### config.mk
export PLATFORM = sky130hd
export DESIGN_NAME = apb_slave_regfile
export DESIGN_NICKNAME = d
export VERILOG_FILES = /design/src/rtl/apb_slave_regfile.sv
export SDC_FILE = /design/constraint.sdc
export NUM_CORES = 1
export LEC_CHECK = 0
export ABC_CLOCK_PERIOD_IN_PS = 3400
export CORE_ASPECT_RATIO = 0.75
export CORE_MARGIN = 3
export CORE_UTILIZATION = 61
export CTS_CLUSTER_DIAMETER = 40
export DETAILED_ROUTE_END_ITERATION = 10
export PLACE_DENSITY = 0.83
export SLEW_MARGIN = 20
export SYNTH_ARGS = -nofsm -noshare
export SYNTH_HDL_FRONTEND = slang
export SYNTH_SLANG_ARGS = --single-unit
### constraint.sdc
create_clock -name PCLK -period 3.4 [get_ports PCLK]
set_input_delay 0.51 -clock PCLK [delete_from_list [all_inputs] [get_ports PCLK]]
set_output_delay 0.51 -clock PCLK [all_outputs]
set_load 0.01 [all_outputs]
### src/rtl/apb_slave_regfile.sv
`timescale 1ns/1ps
// APB3 completer register bank: reg 0 is a read-only ID, the rest are R/W; misaligned, out-of-range and ID writes error.
// Completes WAIT_STATES+1 cycles into the access phase; PREADY (from registered state only) is the sole backpressure.
module apb_slave_regfile #(
   parameter int                    ADDR_WIDTH  = 32,
   parameter int                    DATA_WIDTH  = 32,
   parameter int                    NUM_REGS    = 16,
   parameter int                    WAIT_STATES = 1,
   parameter logic [DATA_WIDTH-1:0] ID_VALUE    = 32'hA5B0_0001
) (
   input  logic                  PCLK,
   input  logic                  PRESETn,
   input  logic                  PSEL,
   input  logic                  PENABLE,
   input  logic [ADDR_WIDTH-1:0] PADDR,
   input  logic                  PWRITE,
   input  logic [DATA_WIDTH-1:0] PWDATA,
   output logic [DATA_WIDTH-1:0] PRDATA,
   output logic                  PREADY,
   output logic                  PSLVERR
);
   localparam int             IDX_W     = $clog2(NUM_REGS);
   localparam int             CNT_W     = 4;
   localparam logic [CNT_W-1:0] WAIT_INIT = CNT_W'(WAIT_STATES);

   typedef enum logic {IDLE, ACCESS} state_t;

   state_t                r_state;
   state_t                w_state_nxt;
   logic [IDX_W-1:0]      r_idx;
   logic                  r_write;
   logic                  r_err;
   logic [DATA_WIDTH-1:0] r_wdata;
   logic [DATA_WIDTH-1:0] r_rdata;
   logic [CNT_W-1:0]      r_wait_cnt;
   logic [DATA_WIDTH-1:0] r_regs [NUM_REGS];

   logic                  w_setup;
   logic                  w_commit;
   logic                  w_dec;
   logic [IDX_W-1:0]      w_idx;
   logic                  w_hi_err;
   logic                  w_err;

   // Any address bit above the register window is an error, so NUM_REGS*4 never aliases index 0.
   assign w_idx    = PADDR[2 +: IDX_W];
   assign w_hi_err = |(PADDR >> (2 + IDX_W));
   assign w_err    = (|PADDR[1:0]) | w_hi_err | (PWRITE & (w_idx == '0));

   always_ff @(posedge PCLK or negedge PRESETn) begin
      if (!PRESETn) r_state <= IDLE;
      else          r_state <= w_state_nxt;
   end

   always_comb begin
      w_state_nxt = r_state;
      w_setup     = 1'b0;
      w_commit    = 1'b0;
      w_dec       = 1'b0;
      case (r_state)
         IDLE: begin
            if (PSEL && !PENABLE) begin
               w_state_nxt = ACCESS;
               w_setup     = 1'b1;
            end
         end
         ACCESS: begin
            if (!PSEL) begin
               w_state_nxt = IDLE;
            end else if (PENABLE) begin
               if (r_wait_cnt == '0) begin
                  w_commit    = 1'b1;
                  w_state_nxt = IDLE;
               end else begin
                  w_dec = 1'b1;
               end
            end
         end
         default: w_state_nxt = IDLE;
      endcase
   end

   always_ff @(posedge PCLK or negedge PRESETn) begin
      if (!PRESETn) begin
         r_idx      <= '0;
         r_write    <= 1'b0;
         r_err      <= 1'b0;
         r_wdata    <= '0;
         r_rdata    <= '0;
         r_wait_cnt <= '0;
         for (int i = 0; i < NUM_REGS; i++) r_regs[i] <= '0;
         r_regs[0]  <= ID_VALUE;
      end else begin
         if (w_setup) begin
            r_idx      <= w_idx;
            r_write    <= PWRITE;
            r_err      <= w_err;
            r_wdata    <= PWDATA;
            r_wait_cnt <= WAIT_INIT;
            r_rdata    <= (!PWRITE && !w_err) ? r_regs[w_idx] : '0;
         end
         if (w_dec) r_wait_cnt <= r_wait_cnt - 1'b1;
         // Index 0 writes always carry r_err, so the ID entry is never overwritten.
         if (w_commit && r_write && !r_err) r_regs[r_idx] <= r_wdata;
      end
   end

   assign PREADY  = (r_state == ACCESS) && (r_wait_cnt == '0);
   assign PSLVERR = PREADY & r_err;
   assign PRDATA  = (PREADY && !r_write) ? r_rdata : '0;

endmodule

# Word-level counts from Yosys, hierarchy flattened

Cells that the tools add are included.

RAM bits: 0
Logic and storage cells: 74
Memories kept: 0
Latch bits: 0
ROM bits: 0
Input bits: 69
Register bits after elaboration: 587

Multipliers: 0
Reduce and logical (&&, ||, !) cells: 17
Div/mod/pow operators: 0
$add $sub $neg: 1
Bitwise operators: 7
Magnitude comparators: 3
Eq/ne operators: 0
Mux-type cells: 23
Shifts and indexed selects: 0

Operators with widths:

| cell                | number |
|---|---|
| $bwmux 512          | 1 |
| $mux 32             | 5 |
| $bmux 32 s4         | 1 |
| $demux 32 s4        | 1 |
| $reduce_or 26->1    | 1 |
| $mux 1              | 12 |
| $ge 5x5->1 const B  | 2 |
| $not 4->5           | 2 |
| $logic_not 4->1     | 2 |
| $mux 4              | 2 |
| $logic_and 1x1->1   | 7 |
| $logic_not 1->1     | 5 |
| $lt 5x1->1 const B  | 1 |
| $sub 4x1->4 const B | 1 |
| $and 1x1->1         | 2 |
| $or 1x1->1          | 2 |
| $pmux 1 s2          | 1 |
| $reduce_bool 2->1   | 1 |
| $reduce_or 2->1     | 1 |
| $not 1->1           | 1 |

# Longest topological paths before layout

Gate-level depths: netlist of run 1.

Depth after elaboration: 7
Gate-level depth with buffers: 8
Mapped depth without buffers: 6

# Least setup slack after synthesis of run 1

No wires, ideal clock.

Path type: in2reg
Start point: input PADDR[3]
End point: register r_rdata[10]
Arrival time: 2.256 ns
Buffers on the path: 3
Stages: 6
Setup time: 0.122 ns
Path slack: 1.022 ns
Path through: clkbuf_1 -> buf_2 -> clkbuf_1 -> mux4_2 -> mux4_2 -> a32o_1

Word-level cells in the longest chain between the ends: 6

RTL lines:

| what                                                                | RTL line | RTL |
|---|---|---|
| start, declared                                                     | 15       | `input logic [ADDR_WIDTH-1:0] PADDR,` |
| parallel branches: the longest is 5 deep, another holds $bmux 32 s4 | --       |  |
| $mux 32 (*)                                                         | 100      | `r_rdata <= (!PWRITE && !w_err) ? r_regs[w_idx] : '0;` |
| end signal, assigned                                                | 100      |  |
| end, declared                                                       | 34       | `logic [DATA_WIDTH-1:0] r_rdata;` |

Mark *: on every way between the ends. The select of a mux whose other input is x is not followed.
A chain may end at the register's enable or synchronous reset.

# Worst setup path in the final report of run 1

Start point: register r_wait_cnt[0]
End point: output PRDATA[24]

Word-level cells in the longest chain between the ends: 4

RTL lines:

| what                   | RTL line | RTL |
|---|---|---|
| start, declared        | 35       | `logic [CNT_W-1:0] r_wait_cnt;` |
| start signal, assigned | 102      | `if (w_dec) r_wait_cnt <= r_wait_cnt - 1'b1;` |
| $logic_not 4->1        | 108      | `assign PREADY = (r_state == ACCESS) && (r_wait_cnt == '0);` |
| $logic_and 1x1->1      | 108      |  |
| $logic_and 1x1->1      | 110      | `assign PRDATA = (PREADY && !r_write) ? r_rdata : '0;` |
| $mux 32                | 110      |  |
| end, declared          | 18       | `output logic [DATA_WIDTH-1:0] PRDATA,` |

No other way between the ends.

==> impl_metrics.yaml, run 1 <==
timing:
  setup_ws_ns: 0.112
  slew_viol_final: 0
  setup_violations: 0
  relSlewSlack_pct: 41.6
  max_freq_mhz: 304
  finalHoldViolCount: 0
  worst_pin_slew_ns: 0.875
  period_minus_slack_ns: 3.29
  period_share_pct: 96.7
  fin_worst_skew_ns: 0.0185
floorplanning:
  die_y_um: 186
  coreArea_sq_um: 42300
  io_pins: 103
  die_x_um: 246
  fp.dieArea_sq_um: 45700
  rows: 65
  start_util_pct: 62.2
setup_path:
  cpPeakStageDelay_ns: 0.56
  path_delay_family: "buffers and inverters"
  path_max_fanout: 33
  critPathLaunch: "r_wait_cnt[0]"
  cp.required_ns: 2.89
  endpoint_kind: "primary output"
  r2r-start: "r_wait_cnt[0]"
  cp_num_buf_inv: 3
  crit_end: "PRDATA[24]"
  cp_slowest_cell: "clkdlybuf4s50_1"
  ff2ff_setup_slack_ns: 0.62
  reg2reg_depth: 7
  worstPathArrival_ns: 2.78
  path_class: "reg -> out"
  startpoint_type: "register"
  reg2reg_to: "r_regs[81]"
  path_depth: 7
  cp_cell_sequence: "inv_1 -> ha_1 -> nand4bb_4 -> nor2_2 -> buf_8 -> and2_1 -> clkdlybuf4s50_1"
power:
  peakVddDrop_uv: 473
  power.density_nw_per_um2: 498
  p_leak_nw: 14.8
  p_total_mw: 15.1
finish:
  fin_area_sq_um: 30300
  layout-drive-gt1-share_pct: 44.0
  final_cell_mix: "dfrtp_1, mux2_2, nand2_1, mux4_2, clkdlybuf4s50_1"
  final_common_cell: "dfrtp_1"
  nets: 1879
  nFillCells: 2612
  area_delta_synth_final_pct: 15.0
yosys:
  synthesis.nets: 1801
  yosysSeqAreaShare_pct: 55.9
  synth_cell_types: 36
  syn_area_per_cell_sq_um: 15.2
  synth_cells: 1730
  synth_seq_cells: 587
  synth_area_sq_um: 26300
  ys_warn_count: 0
cts:
  cts_tree: "done"
  cts_buffer_depth: 3
  path_clk_slew_ns: 0.06
  cts.sink_count: 587
  post-cts-setup-buffers: 0
  root_buffer: "clkbuf_16"
  clk_latency_ns: 0.60
  cts_inserted_buffers: 60
  htree_num_levels: 2
global_routing:
  grt_overflow: 0
  grt_max_degree: 90
  grt_pass1_wl_mm: 96.1
  antenna_found_initial: 2
  grt_pass1_vias: 16400
  grt_usage_pct: 27.6
route:
  met3WireLength_mm: 3.46
  met2_length_mm: 29.4
  finalWirelength_mm: 60.8
  drt_iter0_drc: 1161
  route.layer.met1.wl_mm: 26.4
  first_pass_iters: 5
  routed.top_layer: "met5"
  via_per_inst: 6.30
  dr_total_vias: 15300
  drtAntennaViolNets: 0
  wl_per_cell_um: 25.0
  drc_errors: 0
place:
  placed_area_sq_um: 28200
  dp_hpwl_mm: 36.9
  io_buffers: 102
  gp_congestion: 0.781
  dpl_worst_slack_ns: 0.233
run:
  cap_viol_max_count: 0
worst_hold_path:
  worstHoldStart: "PWDATA[28]"
  hp-class: "in -> reg"
run_status:
  outcome: "finished clean"
-- kinds of logic after synthesis --
kind of cell | Yosys count | share of synthesized area [%]
AOI/OAI and AO/OA | 57 | 1.91
adders and majority gates | 2 | 0.0951
buffers and inverters | 154 | 2.52
DFF | 587 | 55.9
muxes | 705 | 35.4
and+or+nand+nor | 225 | 4.25
-- cell type report --
type / count / area [sq um] / area share, %
inverters: 6 / 22.5 / 0.0744
well taps: 569 / 712 / 2.35
flip-flops and latches: 587 / 14700 / 48.6
multi-input cells: 989 / 11000 / 36.4
clock buffers: 85 / 1750 / 5.77
clock inverters: 28 / 315 / 1.04
repair buffers: 164 / 1760 / 5.80
diodes: 1 / 2.50 / 0.00827
-- synthesized netlist by cell type --
| library cell | count | share of area [%] |
|---|---|---|
| and4_1 | 1 | 0.033 |
| mux4_2 | 128 | 11 |
| nand4_1 | 1 | 0.024 |
| o21ai_0 | 4 | 0.076 |
| ha_1 | 2 | 0.095 |
| a21oi_1 | 1 | 0.019 |
| nor2_1 | 3 | 0.043 |
| a21boi_0 | 1 | 0.029 |
| nand4bb_4 | 1 | 0.10 |
| a32o_1 | 18 | 0.68 |
| nor3b_2 | 1 | 0.048 |
| nor3_4 | 1 | 0.062 |
| nand4b_1 | 1 | 0.033 |
| nor3_1 | 3 | 0.057 |
| nor3b_4 | 2 | 0.14 |
| buf_6 | 6 | 0.26 |
| dfstp_2 | 8 | 0.80 |
| a211o_1 | 18 | 0.60 |
| buf_2 | 32 | 0.61 |
| dfrtp_1 | 579 | 55 |
| inv_1 | 6 | 0.086 |
| or4_1 | 1 | 0.029 |
| mux2_2 | 491 | 21 |
| a311oi_1 | 1 | 0.033 |
| or3b_2 | 1 | 0.033 |
| and2_1 | 34 | 0.81 |
| mux2_1 | 23 | 0.98 |
| nand2_1 | 139 | 2.0 |
| buf_1 | 35 | 0.50 |
| a22o_1 | 14 | 0.47 |
| nor2b_1 | 22 | 0.52 |
| mux2i_1 | 63 | 2.4 |
| nand3_1 | 2 | 0.038 |
| nor4_1 | 11 | 0.26 |
| clkbuf_1 | 75 | 1.1 |
| nor2_2 | 1 | 0.024 |
-- metrics by stage --
step                      hold WS (ns)  util [%]  instances  TNS [ns]
after floorplan                  0.214         -       1730         0
after global placement           0.462      66.6       2314         0
after detailed placement         0.471      66.6       2314         0
after CTS                        0.416      71.5       2428         0
after global routing             0.430      71.6       2428  -0.00260
final                            0.436      71.6       2429         0
-- registers in the layout, summed over array words and instances (netlist names) --
name,flops
r_regs,512
r_state,1
r_wait_cnt,4
r_err,1
r_wdata,32
r_write,1
r_idx,4
r_rdata,32
-- metal layers --
layer / vias up / global-route usage, %
li1: 6515 / -
met1: 8229 / 38.8
met2: 441 / 45.1
met3: 112 / 4.87
met4: 4 / 8.02
met5: - / 0
-- tightest hold or removal path, stage by stage --
cell and delay, ns:
clkdlybuf4s50_1 0.40, nand2_1 0.05, nand2_1 0.04
-- power by group --
group | switching (mW) | internal [mW] | total [mW] | leakage (nW)
clock network | 2.79 | 3.97 | 6.76 | 0.992
registers | 0.376 | 7.13 | 7.50 | 8.10
logic | 0.447 | 0.357 | 0.804 | 5.73
total | 3.61 | 11.5 | 15.1 | 14.8
-- worst min path at each step --
stage | slack (ns) | cells past startpoint | endpoint
finish | 0.44 | 3 | r_wdata[28]
global route | 0.43 | 3 | r_wdata[28]
CTS | 0.42 | 3 | r_wdata[24]
detailed placement | 0.47 | 1 | r_regs[140]
global placement | 0.46 | 1 | r_regs[27]
floorplan | 0.21 | 0 | r_err
-- timing repair --
action                                  in CTS  in global routing
hold buffers                                 1                  0
endpoints found under the setup margin       0                 32
resized for setup                            0                  3
hold endpoints to repair                    61                  0
Power figures use the tool's default switching activity.
==> inputs of run 2 (changes only) <==
- SKIP_CTS_REPAIR_TIMING: unset -> 1
==> run 2 against run 1 <==
Global-route usage is the same. Critical path type unchanged. Die area is the same. First-iteration DRC count is the same. Critical path depth is the same. Utilization is the same.
==> impl_metrics.yaml, run 2 (synthesis results as in run 1) <==
cts:
  htree_num_levels: 2
  cts_inserted_buffers: 60
  root_buffer: "clkbuf_16"
  cts_tree: "done"
  clk_latency_ns: 0.60
  path_clk_slew_ns: 0.06
  cts.sink_count: 587
  cts_buffer_depth: 3
worst_hold_path:
  hp-class: "in -> reg"
  worstHoldStart: "PWDATA[28]"
  worst_hold_path.endpoint: "r_wdata[28]"
  hold_path_depth: 3
power:
  clockPowerShare_pct: 44.9
  swShare_pct: 24.0
  intPower_mw: 11.5
  peakVddDrop_uv: 474
  p_switching_mw: 3.61
  p_leak_nw: 14.8
  power.density_nw_per_um2: 498
  seqPwrFrac_pct: 49.8
  p_comb_share_pct: 5.3
  p_total_mw: 15.1
timing:
  period_minus_slack_ns: 3.29
  period_share_pct: 96.8
  setup_tns_ns: 0
  max_freq_mhz: 304
  finalHoldViolCount: 0
  whs_ns: 0.435
  setup_ws_ns: 0.109
  setup_violations: 0
  relSlewSlack_pct: 41.6
  worst_pin_slew_ns: 0.876
  slew_viol_final: 0
  fin_worst_skew_ns: 0.0187
finish:
  biggestRegsByFlops: "r_regs (512), r_rdata (32), r_wdata (32)"
  final_cells: 2429
  area_delta_synth_final_pct: 15.0
  top_register: "r_regs"
  largest_register_ff_count: 512
  fin_area_sq_um: 30300
  nets: 1879
  final_cell_mix: "dfrtp_1, mux2_2, nand2_1, mux4_2, clkdlybuf4s50_1"
  post-route-util_pct: 71.6
  layout-drive-gt1-share_pct: 44.0
  final_common_cell: "dfrtp_1"
global_routing:
  grt_usage_pct: 27.6
  grt_max_degree: 90
  grt_pass1_vias: 16400
  antenna_found_initial: 2
  grt_overflow: 0
  grt_pass1_wl_mm: 96.1
run:
  cap_viol_max_count: 0
setup_path:
  path_class: "reg -> out"
  r2r-start: "r_wait_cnt[0]"
  reg2reg_to: "r_regs[81]"
  worstPathArrival_ns: 2.78
  critPathLaunch: "r_wait_cnt[0]"
  endpoint_kind: "primary output"
  startpoint_type: "register"
  reg2reg_depth: 7
  cp.required_ns: 2.89
  path_max_fanout: 33
  ff2ff_setup_slack_ns: 0.62
route:
  drc_errors: 0
  first_pass_iters: 5
  dr_total_vias: 15300
  finalWirelength_mm: 60.8
  via_per_inst: 6.29
  drt_iter0_drc: 1161
  wl_per_cell_um: 25.0
  drtAntennaViolNets: 0
floorplanning:
  die_x_um: 246
  io_pins: 103
  rows: 65
  fp.dieArea_sq_um: 45700
  die_y_um: 186
  coreArea_sq_um: 42300
  start_util_pct: 62.2
place:
  gp_congestion: 0.781
  dp_hpwl_mm: 36.9
  place_inst: 2314
  placed_area_sq_um: 28200
  io_buffers: 102
  dpl_worst_slack_ns: 0.233
run_status:
  outcome: "finished clean"
-- run 2: cell counts in the layout (fill, tap and decap cells not counted) --
No cell type changed its count.
-- run 2: worst max-delay path, cell delays in order, from the launching register on --
cell and delay, ns:
dfrtp_1 0.42, inv_1 0.11, ha_1 0.21, nand4bb_4 0.19, nor2_2 0.19, buf_8 0.27
and2_1 0.23, clkdlybuf4s50_1 0.56
-- run 2: how the worst max path moves through the flow --
stage	end	slack, ns	cells past startpoint
6_report	PRDATA[24]	0.11	7
5_1_grt	PRDATA[24]	-0.003	7
4_1_cts	PRDATA[24]	0.02	7
3_5_place_dp	r_regs[79]	0.23	6
3_3_place_gp	r_regs[81]	0.32	6
2_1_floorplan	r_rdata[10]	1.02	6
-- run 2: metal layers --
metal / up-vias / global-route usage [%] / part of all wire (%)
li1: 6515 / - / -
met1: 8214 / 38.8 / 43
met2: 443 / 45.1 / 48
met3: 113 / 4.88 / 5.8
met4: 4 / 8.02 / 2.5
met5: - / 0 / 0.036
-- run 2: area by class of cell --
type	count	area (sq um)
clock inverter	28	315
tap	569	712
antenna	1	2.50
sequential	587	14700
clock buffer	85	1750
fill	2610	12000
multi-input combinational	989	11000
timing repair buffer	164	1760
inverter	6	22.5
-- run 2: power groups by stage --
stage / combinational (mW) / clock (mW) / sequential, mW
5_1_grt: 0.884 / 7.14 / 7.54
4_1_cts: 0.817 / 6.85 / 7.49
2_1_floorplan: 0.563 / 0 / 7.37
6_report: 0.804 / 6.76 / 7.50
3_3_place_gp: 0.782 / 0 / 7.59
3_5_place_dp: 0.812 / 0 / 7.62
